## config.mk

```make
export PLATFORM = sky130hd
export DESIGN_NAME = mc_ctrl_unit_flat
export DESIGN_NICKNAME = d
export VERILOG_FILES = /design/src/rtl/mc_ctrl_unit_pkg.sv /design/src/rtl/mc_ctrl_unit_if.sv /design/src/rtl/mc_ctrl_unit_alu_op_dec.sv /design/src/rtl/mc_ctrl_unit.sv /design/src/flat_wrapper.sv
export SDC_FILE = /design/constraint.sdc
export NUM_CORES = 1
export LEC_CHECK = 0
export BUFFER_PORTS_ARGS = -buffer_cell sky130_fd_sc_hd__buf_2
export CAP_MARGIN = 20
export CORE_MARGIN = 8
export CORE_UTILIZATION = 42
export DETAILED_ROUTE_END_ITERATION = 8
export GPL_TIMING_DRIVEN = 0
export HOLD_SLACK_MARGIN = 0.03
export PLACE_DENSITY = 0.85
export SYNTH_ARGS = -nofsm -noshare
export SYNTH_HDL_FRONTEND = slang
export SYNTH_SLANG_ARGS = --single-unit
export TNS_END_PERCENT = 5
```

## constraint.sdc

```tcl
create_clock -name clk -period 1.2 [get_ports clk]
set_clock_uncertainty 0.1 [all_clocks]
set_input_delay 0.06 -clock clk [delete_from_list [all_inputs] [get_ports clk]]
set_output_delay 0.06 -clock clk [all_outputs]
set_load 0.01 [all_outputs]
```

## src/rtl/mc_ctrl_unit_pkg.sv

```systemverilog
// Shared encodings for the multicycle MIPS control unit: ALU ops, FSM states,
// opcodes and R-type funct codes.
package mc_pkg;

  localparam logic [2:0] ALU_AND = 3'b000;
  localparam logic [2:0] ALU_OR  = 3'b001;
  localparam logic [2:0] ALU_ADD = 3'b010;
  localparam logic [2:0] ALU_XOR = 3'b011;
  localparam logic [2:0] ALU_NOR = 3'b100;
  localparam logic [2:0] ALU_SRL = 3'b101;
  localparam logic [2:0] ALU_SUB = 3'b110;
  localparam logic [2:0] ALU_SLT = 3'b111;

  typedef enum logic [3:0] {
    S_FETCH    = 4'd0,
    S_DECODE   = 4'd1,
    S_MEM_ADDR = 4'd2,
    S_MEM_RD   = 4'd3,
    S_WB_MEM   = 4'd4,
    S_MEM_WR   = 4'd5,
    S_EXEC_R   = 4'd6,
    S_WB_R     = 4'd7,
    S_BRANCH   = 4'd8,
    S_JUMP     = 4'd9,
    S_EXEC_I   = 4'd10,
    S_WB_I     = 4'd11,
    S_ILLEGAL  = 4'd12
  } state_e;

  // Which decode rule selects the ALU op; shared with the single-cycle path.
  typedef enum logic [1:0] {
    CLS_ADD   = 2'd0,
    CLS_SUB   = 2'd1,
    CLS_RTYPE = 2'd2,
    CLS_ITYPE = 2'd3
  } alu_cls_e;

  localparam logic [5:0] OP_RTYPE = 6'h00;
  localparam logic [5:0] OP_J     = 6'h02;
  localparam logic [5:0] OP_BEQ   = 6'h04;
  localparam logic [5:0] OP_ADDI  = 6'h08;
  localparam logic [5:0] OP_SLTI  = 6'h0A;
  localparam logic [5:0] OP_ANDI  = 6'h0C;
  localparam logic [5:0] OP_ORI   = 6'h0D;
  localparam logic [5:0] OP_LW    = 6'h23;
  localparam logic [5:0] OP_SW    = 6'h2B;

  localparam logic [5:0] F_SRL  = 6'h02;
  localparam logic [5:0] F_ADD  = 6'h20;
  localparam logic [5:0] F_ADDU = 6'h21;
  localparam logic [5:0] F_SUB  = 6'h22;
  localparam logic [5:0] F_SUBU = 6'h23;
  localparam logic [5:0] F_AND  = 6'h24;
  localparam logic [5:0] F_OR   = 6'h25;
  localparam logic [5:0] F_XOR  = 6'h26;
  localparam logic [5:0] F_NOR  = 6'h27;
  localparam logic [5:0] F_SLT  = 6'h2A;

endpackage

```

## src/rtl/mc_ctrl_unit_if.sv

```systemverilog
// Control/datapath boundary: instruction fields and ALU flags in, mux selects
// and enables out.
interface mc_ctrl_if;
  logic [5:0] opcode;
  logic [5:0] funct;
  logic       mem_ready;
  logic       zero;
  logic       overflow;
  logic [2:0] ALU_operation;
  logic       alu_src_a;
  logic [1:0] alu_src_b;
  logic [1:0] pc_source;
  logic       pc_write;
  logic       i_or_d;
  logic       mem_read;
  logic       mem_write;
  logic       ir_write;
  logic       reg_dst;
  logic       mem_to_reg;
  logic       reg_write;
  logic       exc;

  modport ctrl (
    input  opcode, funct, mem_ready, zero, overflow,
    output ALU_operation, alu_src_a, alu_src_b, pc_source, pc_write, i_or_d,
           mem_read, mem_write, ir_write, reg_dst, mem_to_reg, reg_write, exc
  );

  modport dp (
    output opcode, funct, mem_ready, zero, overflow,
    input  ALU_operation, alu_src_a, alu_src_b, pc_source, pc_write, i_or_d,
           mem_read, mem_write, ir_write, reg_dst, mem_to_reg, reg_write, exc
  );
endinterface

```

## src/rtl/mc_ctrl_unit_alu_op_dec.sv

```systemverilog
// ALU operation decoder: maps a decode class plus opcode/funct to the 3-bit
// ALU_operation code.
module alu_op_dec
  import mc_pkg::*;
(
  input  alu_cls_e   cls_i,
  input  logic [5:0] opcode_i,
  input  logic [5:0] funct_i,
  output logic [2:0] alu_op_o
);

  // NOTE: every output gets a default before the case so no latch is inferred.
  always_comb begin
    alu_op_o = ALU_ADD;
    case (cls_i)
      CLS_SUB: alu_op_o = ALU_SUB;
      CLS_RTYPE: begin
        case (funct_i)
          F_ADD, F_ADDU: alu_op_o = ALU_ADD;
          F_SUB, F_SUBU: alu_op_o = ALU_SUB;
          F_AND:         alu_op_o = ALU_AND;
          F_OR:          alu_op_o = ALU_OR;
          F_XOR:         alu_op_o = ALU_XOR;
          F_NOR:         alu_op_o = ALU_NOR;
          F_SLT:         alu_op_o = ALU_SLT;
          F_SRL:         alu_op_o = ALU_SRL;
          default:       alu_op_o = ALU_ADD;
        endcase
      end
      CLS_ITYPE: begin
        case (opcode_i)
          OP_SLTI: alu_op_o = ALU_SLT;
          OP_ANDI: alu_op_o = ALU_AND;
          OP_ORI:  alu_op_o = ALU_OR;
          default: alu_op_o = ALU_ADD;
        endcase
      end
      default: alu_op_o = ALU_ADD;
    endcase
  end

endmodule

```

## src/rtl/mc_ctrl_unit.sv

```systemverilog
// Multicycle MIPS control FSM: sequences fetch/decode/execute/memory/writeback
// and raises exc on illegal opcodes or trapping signed overflow.
module mc_ctrl_unit
  import mc_pkg::*;
#(
  parameter int ST_W = 4
) (
  input  logic            clk,
  input  logic            rst,
  mc_ctrl_if.ctrl         bus,
  output logic [ST_W-1:0] state_out
);

  state_e   state_q, state_d;
  logic     ovf_q, ovf_d;
  alu_cls_e alu_cls;
  logic [2:0] alu_op;

  always_comb begin
    state_d = state_q;
    ovf_d   = ovf_q;
    case (state_q)
      S_FETCH:  if (bus.mem_ready) state_d = S_DECODE;
      S_DECODE: begin
        case (bus.opcode)
          OP_LW, OP_SW:                      state_d = S_MEM_ADDR;
          OP_RTYPE:                          state_d = S_EXEC_R;
          OP_BEQ:                            state_d = S_BRANCH;
          OP_J:                              state_d = S_JUMP;
          OP_ADDI, OP_SLTI, OP_ANDI, OP_ORI: state_d = S_EXEC_I;
          default:                           state_d = S_ILLEGAL;
        endcase
      end
      S_MEM_ADDR: state_d = (bus.opcode == OP_LW) ? S_MEM_RD : S_MEM_WR;
      S_MEM_RD:   if (bus.mem_ready) state_d = S_WB_MEM;
      S_MEM_WR:   if (bus.mem_ready) state_d = S_FETCH;
      S_EXEC_R: begin
        state_d = S_WB_R;
        // addu/subu never trap; only the signed forms latch overflow.
        ovf_d   = bus.overflow & ((bus.funct == F_ADD) | (bus.funct == F_SUB));
      end
      S_EXEC_I: begin
        state_d = S_WB_I;
        ovf_d   = bus.overflow & (bus.opcode == OP_ADDI);
      end
      S_WB_R, S_WB_I: begin
        state_d = S_FETCH;
        ovf_d   = 1'b0;
      end
      default: state_d = S_FETCH;
    endcase
  end

  // NOTE: sequential state uses non-blocking assignments so every flop samples
  // pre-edge values; reset is synchronous and only touches control state.
  always_ff @(posedge clk) begin
    if (rst) begin
      state_q <= S_FETCH;
      ovf_q   <= 1'b0;
    end else begin
      state_q <= state_d;
      ovf_q   <= ovf_d;
    end
  end

  always_comb begin
    alu_cls        = CLS_ADD;
    bus.alu_src_a  = 1'b0;
    bus.alu_src_b  = 2'b00;
    bus.pc_source  = 2'b00;
    bus.pc_write   = 1'b0;
    bus.i_or_d     = 1'b0;
    bus.mem_read   = 1'b0;
    bus.mem_write  = 1'b0;
    bus.ir_write   = 1'b0;
    bus.reg_dst    = 1'b0;
    bus.mem_to_reg = 1'b0;
    bus.reg_write  = 1'b0;
    bus.exc        = 1'b0;
    case (state_q)
      S_FETCH: begin
        bus.mem_read  = 1'b1;
        bus.alu_src_b = 2'b01;
        // IR and PC load only in the cycle the fetch completes.
        bus.ir_write  = bus.mem_ready;
        bus.pc_write  = bus.mem_ready;
      end
      S_DECODE: bus.alu_src_b = 2'b11;
      S_MEM_ADDR: begin
        bus.alu_src_a = 1'b1;
        bus.alu_src_b = 2'b10;
      end
      S_MEM_RD: begin
        bus.mem_read = 1'b1;
        bus.i_or_d   = 1'b1;
      end
      S_WB_MEM: begin
        bus.reg_write  = 1'b1;
        bus.mem_to_reg = 1'b1;
      end
      S_MEM_WR: begin
        bus.mem_write = 1'b1;
        bus.i_or_d    = 1'b1;
      end
      S_EXEC_R: begin
        bus.alu_src_a = 1'b1;
        alu_cls       = CLS_RTYPE;
      end
      S_WB_R: begin
        bus.reg_dst   = 1'b1;
        bus.reg_write = ~ovf_q;
        bus.exc       = ovf_q;
      end
      S_BRANCH: begin
        bus.alu_src_a = 1'b1;
        alu_cls       = CLS_SUB;
        bus.pc_source = 2'b01;
        bus.pc_write  = bus.zero;
      end
      S_JUMP: begin
        bus.pc_source = 2'b10;
        bus.pc_write  = 1'b1;
      end
      S_EXEC_I: begin
        bus.alu_src_a = 1'b1;
        bus.alu_src_b = 2'b10;
        alu_cls       = CLS_ITYPE;
      end
      S_WB_I: begin
        bus.reg_write = ~ovf_q;
        bus.exc       = ovf_q;
      end
      S_ILLEGAL: bus.exc = 1'b1;
      default: ;
    endcase
  end

  alu_op_dec u_alu_op_dec (
    .cls_i    (alu_cls),
    .opcode_i (bus.opcode),
    .funct_i  (bus.funct),
    .alu_op_o (alu_op)
  );

  assign bus.ALU_operation = alu_op;
  assign state_out         = ST_W'(state_q);

endmodule

```

## src/flat_wrapper.sv

```systemverilog
// flat-port wrapper written by rule: the top's interface ports become plain ports
module mc_ctrl_unit_flat import mc_pkg::*;
#(
  parameter int ST_W = 4
)
  (clk, rst, state_out, bus_opcode, bus_funct, bus_mem_ready, bus_zero, bus_overflow, bus_ALU_operation, bus_alu_src_a, bus_alu_src_b, bus_pc_source, bus_pc_write, bus_i_or_d, bus_mem_read, bus_mem_write, bus_ir_write, bus_reg_dst, bus_mem_to_reg, bus_reg_write, bus_exc);
  mc_ctrl_if bus_i ();
  input  logic clk;
  input  logic rst;
  output logic [ST_W-1:0] state_out;
  input wire logic [$bits(bus_i.opcode)-1:0] bus_opcode;
  input wire logic [$bits(bus_i.funct)-1:0] bus_funct;
  input wire logic [$bits(bus_i.mem_ready)-1:0] bus_mem_ready;
  input wire logic [$bits(bus_i.zero)-1:0] bus_zero;
  input wire logic [$bits(bus_i.overflow)-1:0] bus_overflow;
  output wire logic [$bits(bus_i.ALU_operation)-1:0] bus_ALU_operation;
  output wire logic [$bits(bus_i.alu_src_a)-1:0] bus_alu_src_a;
  output wire logic [$bits(bus_i.alu_src_b)-1:0] bus_alu_src_b;
  output wire logic [$bits(bus_i.pc_source)-1:0] bus_pc_source;
  output wire logic [$bits(bus_i.pc_write)-1:0] bus_pc_write;
  output wire logic [$bits(bus_i.i_or_d)-1:0] bus_i_or_d;
  output wire logic [$bits(bus_i.mem_read)-1:0] bus_mem_read;
  output wire logic [$bits(bus_i.mem_write)-1:0] bus_mem_write;
  output wire logic [$bits(bus_i.ir_write)-1:0] bus_ir_write;
  output wire logic [$bits(bus_i.reg_dst)-1:0] bus_reg_dst;
  output wire logic [$bits(bus_i.mem_to_reg)-1:0] bus_mem_to_reg;
  output wire logic [$bits(bus_i.reg_write)-1:0] bus_reg_write;
  output wire logic [$bits(bus_i.exc)-1:0] bus_exc;
  assign bus_i.opcode = bus_opcode;
  assign bus_i.funct = bus_funct;
  assign bus_i.mem_ready = bus_mem_ready;
  assign bus_i.zero = bus_zero;
  assign bus_i.overflow = bus_overflow;
  assign bus_ALU_operation = bus_i.ALU_operation;
  assign bus_alu_src_a = bus_i.alu_src_a;
  assign bus_alu_src_b = bus_i.alu_src_b;
  assign bus_pc_source = bus_i.pc_source;
  assign bus_pc_write = bus_i.pc_write;
  assign bus_i_or_d = bus_i.i_or_d;
  assign bus_mem_read = bus_i.mem_read;
  assign bus_mem_write = bus_i.mem_write;
  assign bus_ir_write = bus_i.ir_write;
  assign bus_reg_dst = bus_i.reg_dst;
  assign bus_mem_to_reg = bus_i.mem_to_reg;
  assign bus_reg_write = bus_i.reg_write;
  assign bus_exc = bus_i.exc;
  mc_ctrl_unit #(.ST_W(ST_W)) u_core (.clk(clk), .rst(rst), .bus(bus_i), .state_out(state_out));
endmodule
```

==> results.sh <==
export IMPL_required_ns=1.04
export IMPL_p_leak_nw=0.5932
export IMPL_antenna_cells=0
export IMPL_drc_errors=0
export IMPL_clock_latency_ns=0.25
export IMPL_crit_chain="buf_6 > nor4_4 > a31oi_1 > a31o_1 > buf_2"
export IMPL_drive_gt1_frac=0.4855
export IMPL_finalNetCount=191
export IMPL_grt_pass1_vias=1142
export IMPL_ys_async_sr_fraction=0
export IMPL_dieArea_sq_um=3790
export IMPL_cp_max_fo=5
export IMPL_synth_edf_count=0
export IMPL_max_cap_violations=0
export IMPL_fin_ws_ns=-0.4007
export IMPL_numCtsBuffers=3
export IMPL_tightestPinTransition_ns=0.3187
export IMPL_clk_path_buf_depth=2
export IMPL_gp_congestion=0.9343
export IMPL_antenna_left=0
export IMPL_die_w_microns=61.57
export IMPL_cp_arrival_ns=1.44
export IMPL_drv_slew=0
export IMPL_fmax_ghz=0.6247
export IMPL_synth_seq_area_share=0.1148
export IMPL_cp_slowest_cell="dfxtp_2"
export IMPL_setup_viol=22
export IMPL_cts_tree="done"
export IMPL_powerDensity_nw_per_um2=787.5
export IMPL_violations="negative setup slack"
export IMPL_dpl_hpwl_microns=2289
export IMPL_clock_root_buffer="clkbuf_4"
export IMPL_gr_total_overflow=0
export IMPL_synth_area_sq_um=872.1
export IMPL_syn_inst=126
export IMPL_antenna_found_initial=0
export IMPL_status="finished, violations left"
export IMPL_syn2layout_area_growth_pct=55.95
export IMPL_fin_crit_sh=1.334
export IMPL_core_sq_um=1962
export IMPL_ys_types=46
export IMPL_path_clk_slew_ns=0.05
export IMPL_synth_seq_cells=5
export IMPL_port_buffers=35
export IMPL_drt_pass1_iter_count=4
export IMPL_htree_num_levels=1
export IMPL_syn_area_per_cell_sq_um=6.921
export IMPL_routedWlPerCell_microns=16.60
export IMPL_grt_max_degree=11
export IMPL_final_hold_violation_count=0
export IMPL_synth_top_family_by_area="simple AND/OR/NAND/NOR gates"
export IMPL_initialDrtViolationCount=90
export IMPL_grt_pass1_wl_microns=5016
export IMPL_yosys_warnings=0
export IMPL_synthSimpleGateAreaFrac=0.4419
export IMPL_fp_row_count=16
export IMPL_min_path_type="input pin to flip-flop"
export IMPL_cp_end_kind="output pin"
export IMPL_clock_sinks=5
export IMPL_synth_nets=143
export IMPL_crit_type="flip-flop to output pin"
export IMPL_start_util=0.4445
export IMPL_fin_crit_ns=1.601
export IMPL_synth_compound_area_frac=0.3429
export IMPL_critPathLaunchType="flip-flop"
export IMPL_rsz0062_at_grt="true"
export IMPL_place_ws_ns=-0.2648
export IMPL_synth_mux_area_frac=0
export IMPL_ir_worst_vdd_v=0.0006700
export IMPL_avgViaCountPerCell=5.985
export IMPL_grt_use_total=0.1681
export IMPL_synthAdderAreaFrac=0
export IMPL_dieHeight_microns=61.57
export IMPL_synth_ff_type="dfxtp_1"
export IMPL_relSlewSlack=0.7870
export IMPL_critical_path_max_stage_delay_ns=0.33
export IMPL_postLayoutCellArea_sq_um=1360
export IMPL_routed_wl_microns=3320
export IMPL_final_core_util=0.6932
export IMPL_synthXorXnorAreaFrac=0.02009
export IMPL_placed_area_sq_um=1120
export IMPL_io_pins=38
export IMPL_num_vias=1197
==> what timing repair did <==
action / 4_1_cts / 5_1_grt
setup endpoints to repair: 22 / 22
setup buffers: 6 / 0
pin swaps: 7 / 3
hold buffers: 2 / 0
hold endpoints to repair: 2 / 0
gates resized for setup: 33 / 8
==> logic make-up (layout without fill, tap and decap cells) <==
kind of cell              count (synthesis)  after routing
and+or+nand+nor                          66             66
buffers and inverters                    13             60
DFF                                       5              5
AOI/OAI and AO/OA                        40             40
xor gates and xnor gates                  2              2
==> sequential cells by signal (all words and copies together) (netlist names) <==
| signal | count |
|---|---|
| u_core.ovf_q | 1 |
| u_core.state_out | 4 |
==> report_power, final <==
group / switching, mW / internal (mW)
Combinational: 0.363 / 0.300
Sequential: 0.0166 / 0.180
Clock: 0.0890 / 0.122
Total: 0.468 / 0.603
==> through the flow <==
step / std cells / power [mW] / setup TNS (ns) / hold slack, ns
finish: 200 / 1.071 / -5.342 / 0.08477
global route: 200 / 1.138 / -6.689 / 0.1087
CTS: 200 / 1.017 / -4.842 / 0.08162
detailed placement: 188 / 0.7135 / -2.634 / 0.2544
global placement: 188 / 0.6994 / -2.158 / 0.2479
floorplan: 126 / 0.5342 / -0.8355 / 0.03276
==> area by class of cell <==
class / count / area (sq um)
Buffer: 10 / 125.1
Clock buffer: 3 / 22.52
Clock inverter: 1 / 5.005
Fill cell: 153 / 601.8
Inverter: 3 / 11.26
Multi-Input combinational cell: 108 / 812.0
Sequential cell: 5 / 110.1
Tap cell: 27 / 33.78
Timing Repair Buffer: 43 / 240.2
==> layer usage <==
layer | vias to the layer above | routed length [microns] | track usage
li1 | 574 | - | -
met1 | 542 | 1284 | 0.1901
met4 | 0 | 59 | 0.05519
met3 | 8 | 365 | 0.03132
met2 | 73 | 1610 | 0.3043
met5 | - | 0 | 0
==> layout by cell type (no fill, tap or decap), types with 3 or more instances in the layout <==
cell type / instances
buf_2: 35
nor2_1: 15
nand2_1: 10
buf_4: 7
buf_6: 6
nand2b_1: 4
o21ai_1: 4
o21ai_0: 4
nor3_2: 3
inv_1: 3
a22o_1: 3
nand3b_1: 3
a21oi_1: 3
nand4_1: 3
nor4_1: 3
clkbuf_4: 3
==> cell usage after synthesis (4+ instances only) <==
library cell,n,area (sq um)
dfxtp_1,5,100.1
buf_2,8,40.04
nor3_1,5,25.02
nand2_1,12,45.04
o21ai_0,7,35.03
nor2_1,17,63.81
nor4_1,4,25.02
nand2b_1,7,43.79
a21oi_1,4,20.02
==> critical path, delay by kind of cell, from the launching register on <==
kind	cells	cell delay (ns)
simple gates	1	0.28
buf+inv	2	0.26
flops	1	0.33
compound gates	2	0.30
==> final timing paths <==
kind / start / slack (ns) / end / cells past startpoint
hold reg to reg: u_core.ovf_q / 0.46 / u_core.ovf_q / 2
setup reg to reg: u_core.state_out[0] / -0.33 / u_core.ovf_q / 6
setup / recovery: u_core.state_out[3] / -0.40 / bus_ALU_operation[1] / 5
hold / removal: bus_mem_ready / 0.08 / u_core.state_out[0] / 4
(Power assumes the default switching activity.)
